[src/rtl/hello_pkg.sv]
// Shared definitions for the hello-world print path: the message bytes,
// the receiver state encoding and the restart character.
package hello_pkg;

  localparam int MSG_LEN = 11;

  localparam logic [7:0] CHAR_H = 8'h48;

  // "Hello World", no trailing newline; the printer walks the same table.
  localparam logic [7:0] MSG [MSG_LEN] = '{
    8'h48, 8'h65, 8'h6C, 8'h6C, 8'h6F, 8'h20,
    8'h57, 8'h6F, 8'h72, 8'h6C, 8'h64
  };

  typedef enum logic [1:0] {
    IDLE  = 2'd0,
    MATCH = 2'd1,
    DONE  = 2'd2
  } state_t;

  // Out-of-range positions return 0 so a stray index can never look like 'H'.
  function automatic logic [7:0] msg_byte(input logic [3:0] pos);
    logic [7:0] b;
    b = 8'h00;
    if (pos < 4'(MSG_LEN)) b = MSG[pos];
    return b;
  endfunction

endpackage

[src/rtl/sat_counter.sv]
// Up-counter that sticks at its all-ones value instead of wrapping.
module sat_counter #(
  parameter int W = 8
) (
  input  logic         clk,
  input  logic         rst,
  input  logic         inc,
  output logic [W-1:0] q
);

  always_ff @(posedge clk) begin
    if (rst) begin
      q <= '0;
    end else if (inc && (q != {W{1'b1}})) begin
      q <= q + W'(1);
    end
  end

endmodule

[src/rtl/hello_rx.sv]
// Receiver/checker for the "Hello World" character stream: tracks the matched
// prefix, pulses match/mismatch and keeps a saturating count of full matches.
module hello_rx
  import hello_pkg::*;
#(
  parameter int COUNT_W = 8
) (
  input  logic               clk,
  input  logic               rst,
  input  logic [7:0]         char_in,
  input  logic               char_valid,
  output logic               char_ready,
  output logic               match,
  output logic               mismatch,
  output logic [3:0]         idx,
  output logic [COUNT_W-1:0] match_count,
  output logic [1:0]         dbg_state
);

  // Handshake: a byte transfers on a rising edge where char_valid && char_ready.
  // The sender keeps char_in stable while char_ready is low; ready never
  // depends on valid, so there is no combinational loop through the sender.

  state_t     state_q, state_d;
  logic [3:0] idx_q, idx_d;
  logic       match_q, match_d;
  logic       mismatch_q, mismatch_d;
  logic       count_inc;
  logic       accept;
  logic [7:0] expected;

  assign char_ready = !rst && (state_q != DONE);
  assign accept     = char_valid && char_ready;
  assign expected   = msg_byte(idx_q);

  always_ff @(posedge clk) begin
    if (rst) begin
      state_q    <= IDLE;
      idx_q      <= 4'd0;
      match_q    <= 1'b0;
      mismatch_q <= 1'b0;
    end else begin
      state_q    <= state_d;
      idx_q      <= idx_d;
      match_q    <= match_d;
      mismatch_q <= mismatch_d;
    end
  end

  always_comb begin
    state_d    = state_q;
    idx_d      = idx_q;
    match_d    = 1'b0;
    mismatch_d = 1'b0;
    count_inc  = 1'b0;
    case (state_q)
      DONE: begin
        state_d = IDLE;
        idx_d   = 4'd0;
      end
      default: begin
        if (accept) begin
          if (char_in == expected) begin
            if (idx_q == 4'(MSG_LEN - 1)) begin
              idx_d     = 4'(MSG_LEN);
              state_d   = DONE;
              match_d   = 1'b1;
              count_inc = 1'b1;
            end else begin
              idx_d   = idx_q + 4'd1;
              state_d = MATCH;
            end
          end else begin
            mismatch_d = (idx_q != 4'd0);
            // 'H' appears only at the head of the message, so restarting at
            // idx 1 is the complete prefix-restart.
            if (char_in == CHAR_H) begin
              idx_d   = 4'd1;
              state_d = MATCH;
            end else begin
              idx_d   = 4'd0;
              state_d = IDLE;
            end
          end
        end
      end
    endcase
  end

  // Counting on the accepting edge makes the new total visible in the DONE cycle.
  sat_counter #(.W(COUNT_W)) u_count (
    .clk (clk),
    .rst (rst),
    .inc (count_inc),
    .q   (match_count)
  );

  assign match     = match_q;
  assign mismatch  = mismatch_q;
  assign idx       = idx_q;
  assign dbg_state = state_q;

endmodule

[config.mk]
export PLATFORM = sky130hd
export DESIGN_NAME = hello_rx
export DESIGN_NICKNAME = d
export VERILOG_FILES = /design/src/rtl/hello_pkg.sv /design/src/rtl/sat_counter.sv /design/src/rtl/hello_rx.sv
export SDC_FILE = /design/constraint.sdc
export NUM_CORES = 1
export LEC_CHECK = 0
export ABC_AREA = 0
export BUFFER_PORTS_ARGS = -buffer_cell sky130_fd_sc_hd__clkbuf_2
export CAP_MARGIN = 20
export CORE_MARGIN = 2
export CORE_UTILIZATION = 48
export CTS_CLUSTER_SIZE = 8
export DETAILED_ROUTE_END_ITERATION = 10
export HOLD_SLACK_MARGIN = 0.03
export PLACE_DENSITY = 0.84
export SLEW_MARGIN = 20
export SYNTH_ARGS = -nofsm -noshare
export SYNTH_HDL_FRONTEND = slang
export SYNTH_HIERARCHICAL = 1
export SYNTH_SLANG_ARGS = --single-unit
[constraint.sdc]
create_clock -name clk -period 3.1 [get_ports clk]
set_input_delay 0.465 -clock clk [delete_from_list [all_inputs] [get_ports clk]]
set_output_delay 0.465 -clock clk [all_outputs]
set_load 0.02 [all_outputs]
==> summary.md, run 1 <==
| Metric | Value |
|---|---|
| Status | `finished clean` |
| MaxCap Viol Count | `0` |
| Clock slew at reported path FFs | `100 ps` |
| Hold Path Origin | `rst` |
| Register-to-register setup slack | `220 ps` |
| VDD IR max | `0.218 mV` |
| Slew HR | `65.9%` |
| Final setup viols | `0` |
| Power per cell area | `285 nW/um^2` |
| Hold Vio Cnt, Final | `0` |
| H-tree levels | `1` |
| Reg2Reg Launch Point | `idx[0]` |
| Most frequent cells in the layout | `clkbuf_2 (27), dfxtp_1 (14), nand2_1 (11)` |
| Antenna cells | `0` |
| Cells after synthesis | `133` |
| Final worst-path cycle share | `93.0%` |
| Post-route setup slack | `218 ps` |
| Worst-path fanout max | `8` |
| CTS max path bufs | `2` |
| Multi-input logic area | `833 um^2` |
| CP Launch Type | `register` |
| P&R area growth vs syn | `17.0%` |
| Synth warn | `6` |
| Antenna violations before repair | `0` |
| Tmin final | `2880 ps` |
| Slew Limit Fails | `0` |
| Largest net degree at the start of global routing | `11` |
| Final Skew | `10.2 ps` |
| Post-synthesis cell area | `1210 um^2` |
| Commonest non-fill, non-tap cell in the layout | `clkbuf_2` |
| TritonCTS Buffers | `3` |
| Worst setup EP type | `register` |
| Hold Path Class | `input pin to register` |
| Total grt overflow | `0` |
| Post-CTS setup buffer count | `0` |
| Dominant synthesized flop cell | `dfxtp_1` |
| CTS tree | `yes` |
| WS Path Type | `register to register` |
| Share of layout cells above drive strength 1 | `30.7%` |
| CP required | `3320 ps` |
| RSZ-0062 raised after global routing | `no` |
| Post-detailed-route DRC marker count | `0` |
| Root Buffer | `clkbuf_4` |
| Post-Syn Nets | `152` |
| Post-synthesis sequential area ratio | `26.4%` |
| Die height | `54.2 um` |
| Hold Path End | `u_count/q[5]` |
| Clock sinks | `16` |
| GRT Total Usage | `20.8%` |
| DRC marker count from the first detailed-route iteration | `27` |
| PortBufs | `27` |
| Yosys reg bits | `16` |
| Routed Wire Length | `2680 um` |
| First-pass GRT wire length | `4500 um` |
| Leak pwr | `0.550 nW` |
| Hold Path Cell Cnt | `2` |
| Clock latency on the worst-skew pair | `290 ps` |
| Syn_area_per_cell | `9.11 um^2` |
| Avg WL per Cell | `13.9 um` |
| Area of the die | `2940 um^2` |
| Via Count | `1144` |
| Leading area contributor after synthesis | `dfxtp_1` |
| Via density | `5.93` |
| Fillcell total | `217` |
| Gpl congestion | `0.917` |
| DP HPWL | `2050 um` |
| Setup tns final | `0 ps` |
| Crit path DAT | `3110 ps` |
| Vias in the first global route | `1008` |
| R2R cell count | `11` |
| Dominant cells by area after synthesis | `dfxtp_1 (26%), ha_1 (8.3%), xnor2_1 (5.1%), a21oi_1 (4.1%), nand2_1 (3.4%)` |
| FP Rows | `18` |
| Die width | `54.2 um` |
| Register area | `323 um^2` |
| Number of library cell types mapped by synthesis | `47` |
| Final nets | `183` |
| Core ar. | `2430 um^2` |
| Worst Setup SP | `idx[0]` |
| Post-synthesis async set-or-reset flop share | `0%` |
| Initial core utilization | `49.8%` |
| Setup WS pre-CTS | `145 ps` |
| EDFF count, synth | `0` |
| Drt pass-1 iters | `6` |
| Num ports | `28` |
| Slew of the pin with the lowest slew margin | `510 ps` |
| Post-synth top area share | `26.4%` |
| Post-route ant nets | `0` |
| Worst R2R End | `u_count/q[3]` |
| Peak Freq | `347 MHz` |
==> routing by layer <==
layer  wire [um]  track usage (%)
met1        1200             26.8
met2        1320             34.3
met3         145             4.92
met4           5             6.25
met5           0                0
==> cells in the mapped netlist, types with 2 or more instances <==
cell      instances
dfxtp_1          16
nand2_1          11
a21oi_1          10
ha_1              8
nor3_1            7
xnor2_1           7
inv_1             6
nor2_1            6
a31oi_1           5
nand3_1           5
nand4_1           5
mux2i_1           4
a211oi_1          3
and3b_1           2
and4_1            2
buf_6             2
nor4b_1           2
o21ai_1           2
o21bai_1          2
==> worst max path at each step <==
stage | end | slack (ps)
2_1_floorplan | u_count/q[3] | 130
3_3_place_gp | u_count/q[3] | 260
3_5_place_dp | u_count/q[3] | 140
4_1_cts | u_count/q[3] | 110
5_1_grt | u_count/q[3] | 20
6_report | u_count/q[3] | 220
==> area by class of cell <==
cell class                      count  share of cell area [%]
Clock buffer                        4                    2.56
Inverter                            6                    1.59
Multi-Input combinational cell    106                    58.8
Sequential cell                    16                    22.8
Tap cell                           30                    2.65
Timing Repair Buffer               31                    11.7
==> state kept, by name (all words and copies together) (netlist names) <==
register and cells:
match 1, u_count/q 8, mismatch 1, dbg_state 2, idx 4
==> critical path, stage by stage (launching register included) <==
cell	delay [ps]
dfxtp_2	410
inv_1	120
ha_1	250
mux2_1	300
o32ai_2	140
xor2_1	140
a2111oi_4	380
nand2_2	140
nor3_4	220
nand4_1	180
or3_2	440
o21ai_1	80
==> kinds of logic (layout without fill, tap and decap cells) <==
family / Yosys count / in the layout / share of synthesized area (%)
AND/OR/NAND/NOR: 50 / 50 / 25.4
AO/OA/AOI/OAI: 34 / 34 / 22.9
flip-flops: 16 / 16 / 26.4
buffers and inverters: 11 / 41 / 5.68
adder cells (fa/ha/maj): 8 / 8 / 8.26
XOR/XNOR: 8 / 8 / 5.79
multiplexers: 6 / 6 / 5.47
==> through the flow <==
stage	utilization, %	area [um^2]	hold WS [ps]	cells	power, mW
2_1_floorplan	-	1220	533	133	0.248
3_3_place_gp	56.5	1380	471	189	0.266
3_5_place_dp	56.5	1380	479	189	0.267
4_1_cts	58.0	1410	467	193	0.409
5_1_grt	58.3	1420	480	193	0.426
6_report	58.3	1420	495	193	0.404
==> where the power goes <==
| part | switching (mW) | internal (mW) |
|---|---|---|
| clock | 0.0695 | 0.0715 |
| combinational | 0.0327 | 0.0222 |
| sequential | 0.00145 | 0.206 |
==> timing repair <==
| item | in CTS | in global routing |
|---|---|---|
| hold buffers | 0 | 0 |
| gates resized for setup | 0 | 1 |
| endpoints found under the setup margin | 0 | 3 |
No activity file was read; power rests on OpenSTA's default activity.
==> run 2: changes to the inputs <==
--- a/config.mk
+++ b/config.mk
@@ -9,11 +9,12 @@
 export BUFFER_PORTS_ARGS = -buffer_cell sky130_fd_sc_hd__clkbuf_2
 export CAP_MARGIN = 20
 export CORE_MARGIN = 2
-export CORE_UTILIZATION = 48
+export CORE_UTILIZATION = 25
+export CTS_CLUSTER_DIAMETER = 50
 export CTS_CLUSTER_SIZE = 8
 export DETAILED_ROUTE_END_ITERATION = 10
 export HOLD_SLACK_MARGIN = 0.03
-export PLACE_DENSITY = 0.84
+export PLACE_DENSITY = 0.54
 export SLEW_MARGIN = 20
 export SYNTH_ARGS = -nofsm -noshare
 export SYNTH_HDL_FRONTEND = slang
==> summary.md, run 2 (synthesis results as in run 1) <==
| Metric | Value |
|---|---|
| Routed Wire Length | `2770 um (was 2680 um)` |
| Clock sinks | `16 (unchanged)` |
| Met2 Resource Use GR | `17.4% (was 34.3%)` |
| Worst R2R End | `u_count/q[3] (unchanged)` |
| Total grt overflow | `0 (unchanged)` |
| Hold Vio Cnt, Final | `0 (unchanged)` |
| Cell family with most CP delay | `simple AND/OR/NAND/NOR gates (unchanged)` |
| R2R cell count | `11 (unchanged)` |
| Via density | `4.99 (was 5.93)` |
| CP required | `3280 ps (was 3320 ps)` |
| Area of the die | `5420 um^2 (was 2940 um^2)` |
| Post-route setup slack | `206 ps (was 218 ps)` |
| Clock latency on the worst-skew pair | `250 ps (was 290 ps)` |
| Core ar. | `4690 um^2 (was 2430 um^2)` |
| Die height | `73.6 um (was 54.2 um)` |
| Hold Path Class | `register to register (was input pin to register)` |
| Initial core utilization | `25.8% (was 49.8%)` |
| Hold Path Origin | `dbg_state[1] (was rst)` |
| Vias in the first global route | `1017 (was 1008)` |
| Worst path buffer plus inverter count | `1 (unchanged)` |
| Top reg by flops | `u_count/q (unchanged)` |
| Status | `finished clean (unchanged)` |
| Worst hold slack | `501 ps (was 495 ps)` |
| Hold Path Cell Cnt | `2 (unchanged)` |
| Largest net degree at the start of global routing | `12 (was 11)` |
| Post-route ant nets | `0 (unchanged)` |
| VDD IR max | `0.146 mV (was 0.218 mV)` |
| Hold Path End | `dbg_state[1] (was u_count/q[5])` |
| Die width | `73.6 um (was 54.2 um)` |
| Gr busiest metal | `met2 (unchanged)` |
| Most frequent cells in the layout | `clkbuf_2 (27), dfxtp_1 (14), nand2_1 (11) (unchanged)` |
| Post-detailed-route DRC marker count | `0 (unchanged)` |
| Antenna violations before repair | `0 (unchanged)` |
| Met1 Resource Use GR | `14.8% (was 26.8%)` |
| Peak Freq | `346 MHz (was 347 MHz)` |
| Post-CTS Hold Buffers | `0 (unchanged)` |
| Tmin final | `2890 ps (was 2880 ps)` |
| Levels on crit path | `11 (unchanged)` |
| Leak pwr | `0.557 nW (was 0.550 nW)` |
| Cell Chain, Critical Path | `inv_1 -> ha_1 -> mux2_1 -> o32ai_2 -> xor2_1 -> a2111oi_4 -> nand2_2 -> nor3_4 -> nand4_1 -> or3_2 -> o21ai_1 (unchanged)` |
| Gpl congestion | `0.802 (was 0.917)` |
| Via Count | `1083 (was 1144)` |
| Slew HR | `72.0% (was 65.9%)` |
| Commonest non-fill, non-tap cell in the layout | `clkbuf_2 (unchanged)` |
| Met3 GRT Util | `1.78% (was 4.92%)` |
| Largest stage delay on the critical path | `430 ps (was 440 ps)` |
| RSZ-0062 raised after global routing | `no (unchanged)` |
| Num ports | `28 (unchanged)` |
| CTS max path bufs | `2 (unchanged)` |
| CP Launch Type | `register (unchanged)` |
| Register-to-register setup slack | `210 ps (was 220 ps)` |
| Reg2Reg Launch Point | `idx[1] (was idx[0])` |
| FP Rows | `25 (was 18)` |
| Power Total | `0.446 mW (was 0.404 mW)` |
| Crit-path slowest cell | `or3_2 (unchanged)` |
| Root Buffer | `clkbuf_8 (was clkbuf_4)` |
| Placed Cells | `213 (was 189)` |
| PortBufs | `27 (unchanged)` |
| Fin area | `1470 um^2 (was 1420 um^2)` |
| Worst setup EP type | `register (unchanged)` |
| Power per cell area | `304 nW/um^2 (was 285 nW/um^2)` |
| Crit path DAT | `3080 ps (was 3110 ps)` |
| Worst-path fanout max | `8 (unchanged)` |
| First-pass GRT wire length | `4690 um (was 4500 um)` |
| DRC marker count from the first detailed-route iteration | `41 (was 27)` |
| Post-Layout Cell Count | `217 (was 193)` |
| Slew of the pin with the lowest slew margin | `419 ps (was 510 ps)` |
| H-tree levels | `1 (unchanged)` |
| Final nets | `183 (unchanged)` |
| Clock slew at reported path FFs | `60 ps (was 100 ps)` |
| MaxCap Viol Count | `0 (unchanged)` |
| Setup WS pre-CTS | `84.1 ps (was 145 ps)` |
| Final worst-path cycle share | `93.3% (was 93.0%)` |
| DP HPWL | `2190 um (was 2050 um)` |
| WS Path Type | `register to register (unchanged)` |
| Drt pass-1 iters | `5 (was 6)` |
| Max reg flops | `8 (unchanged)` |
| GRT Total Usage | `10.9% (was 20.8%)` |
| Setup tns final | `0 ps (unchanged)` |
| Final Skew | `3.47 ps (was 10.2 ps)` |
| Share of layout cells above drive strength 1 | `30.7% (unchanged)` |
| Post-Route Utilization | `31.3% (was 58.3%)` |
| TritonCTS Buffers | `3 (unchanged)` |
| Final setup viols | `0 (unchanged)` |
| CTS tree | `yes (unchanged)` |
| DP Area | `1410 um^2 (was 1380 um^2)` |
| Slew Limit Fails | `0 (unchanged)` |
| P&R area growth vs syn | `21.1% (was 17.0%)` |
| Antenna cells | `0 (unchanged)` |
| Avg WL per Cell | `12.8 um (was 13.9 um)` |
==> run 2: cell types whose count changed in the layout (fill, tap and decap cells not counted) <==
cell | previous run | this run
clkbuf_4 | 3 | 0
clkbuf_8 | 1 | 4
==> run 2: area by class of cell <==
class / instances / area [um^2]
multi-input combinational: 106 / 833
sequential: 16 / 323
clock buffer: 4 / 55.1
timing repair buffer: 31 / 165
fill: 500 / 3230
tap: 54 / 67.6
inverter: 6 / 22.5
==> run 2: how the worst max path moves through the flow <==
stage                    to   start
4_1_cts        u_count/q[3]  idx[1]
2_1_floorplan  u_count/q[3]  idx[1]
6_report       u_count/q[3]  idx[1]
5_1_grt        u_count/q[3]  idx[1]
3_3_place_gp   u_count/q[3]  idx[1]
3_5_place_dp   u_count/q[3]  idx[1]
==> run 2: where the power goes <==
group,total (mW),switching (mW),internal [mW]
Clock,0.183,0.0708,0.113
Sequential,0.208,0.00160,0.207
Combinational,0.0545,0.0323,0.0222
==> run 2: worst register-to-register path: stages, from the launching register on <==
cell,delay [ps]
dfxtp_2,400
inv_1,110
ha_1,260
mux2_1,330
o32ai_2,140
xor2_1,140
a2111oi_4,380
nand2_2,140
nor3_4,240
nand4_1,180
or3_2,430
o21ai_1,80
==> run 2: what timing repair did <==
| action | CTS | global route |
|---|---|---|
| buffers inserted | 0 | 0 |
| resized for setup | 0 | 1 |
| endpoints found under the setup margin | 0 | 5 |
==> run 2: metal layers <==
layer / vias to the layer above / part of all wire, %
met5: - / 0
met4: 0 / 0.90
met3: 4 / 3.9
met2: 27 / 45
met1: 494 / 51
li1: 558 / -
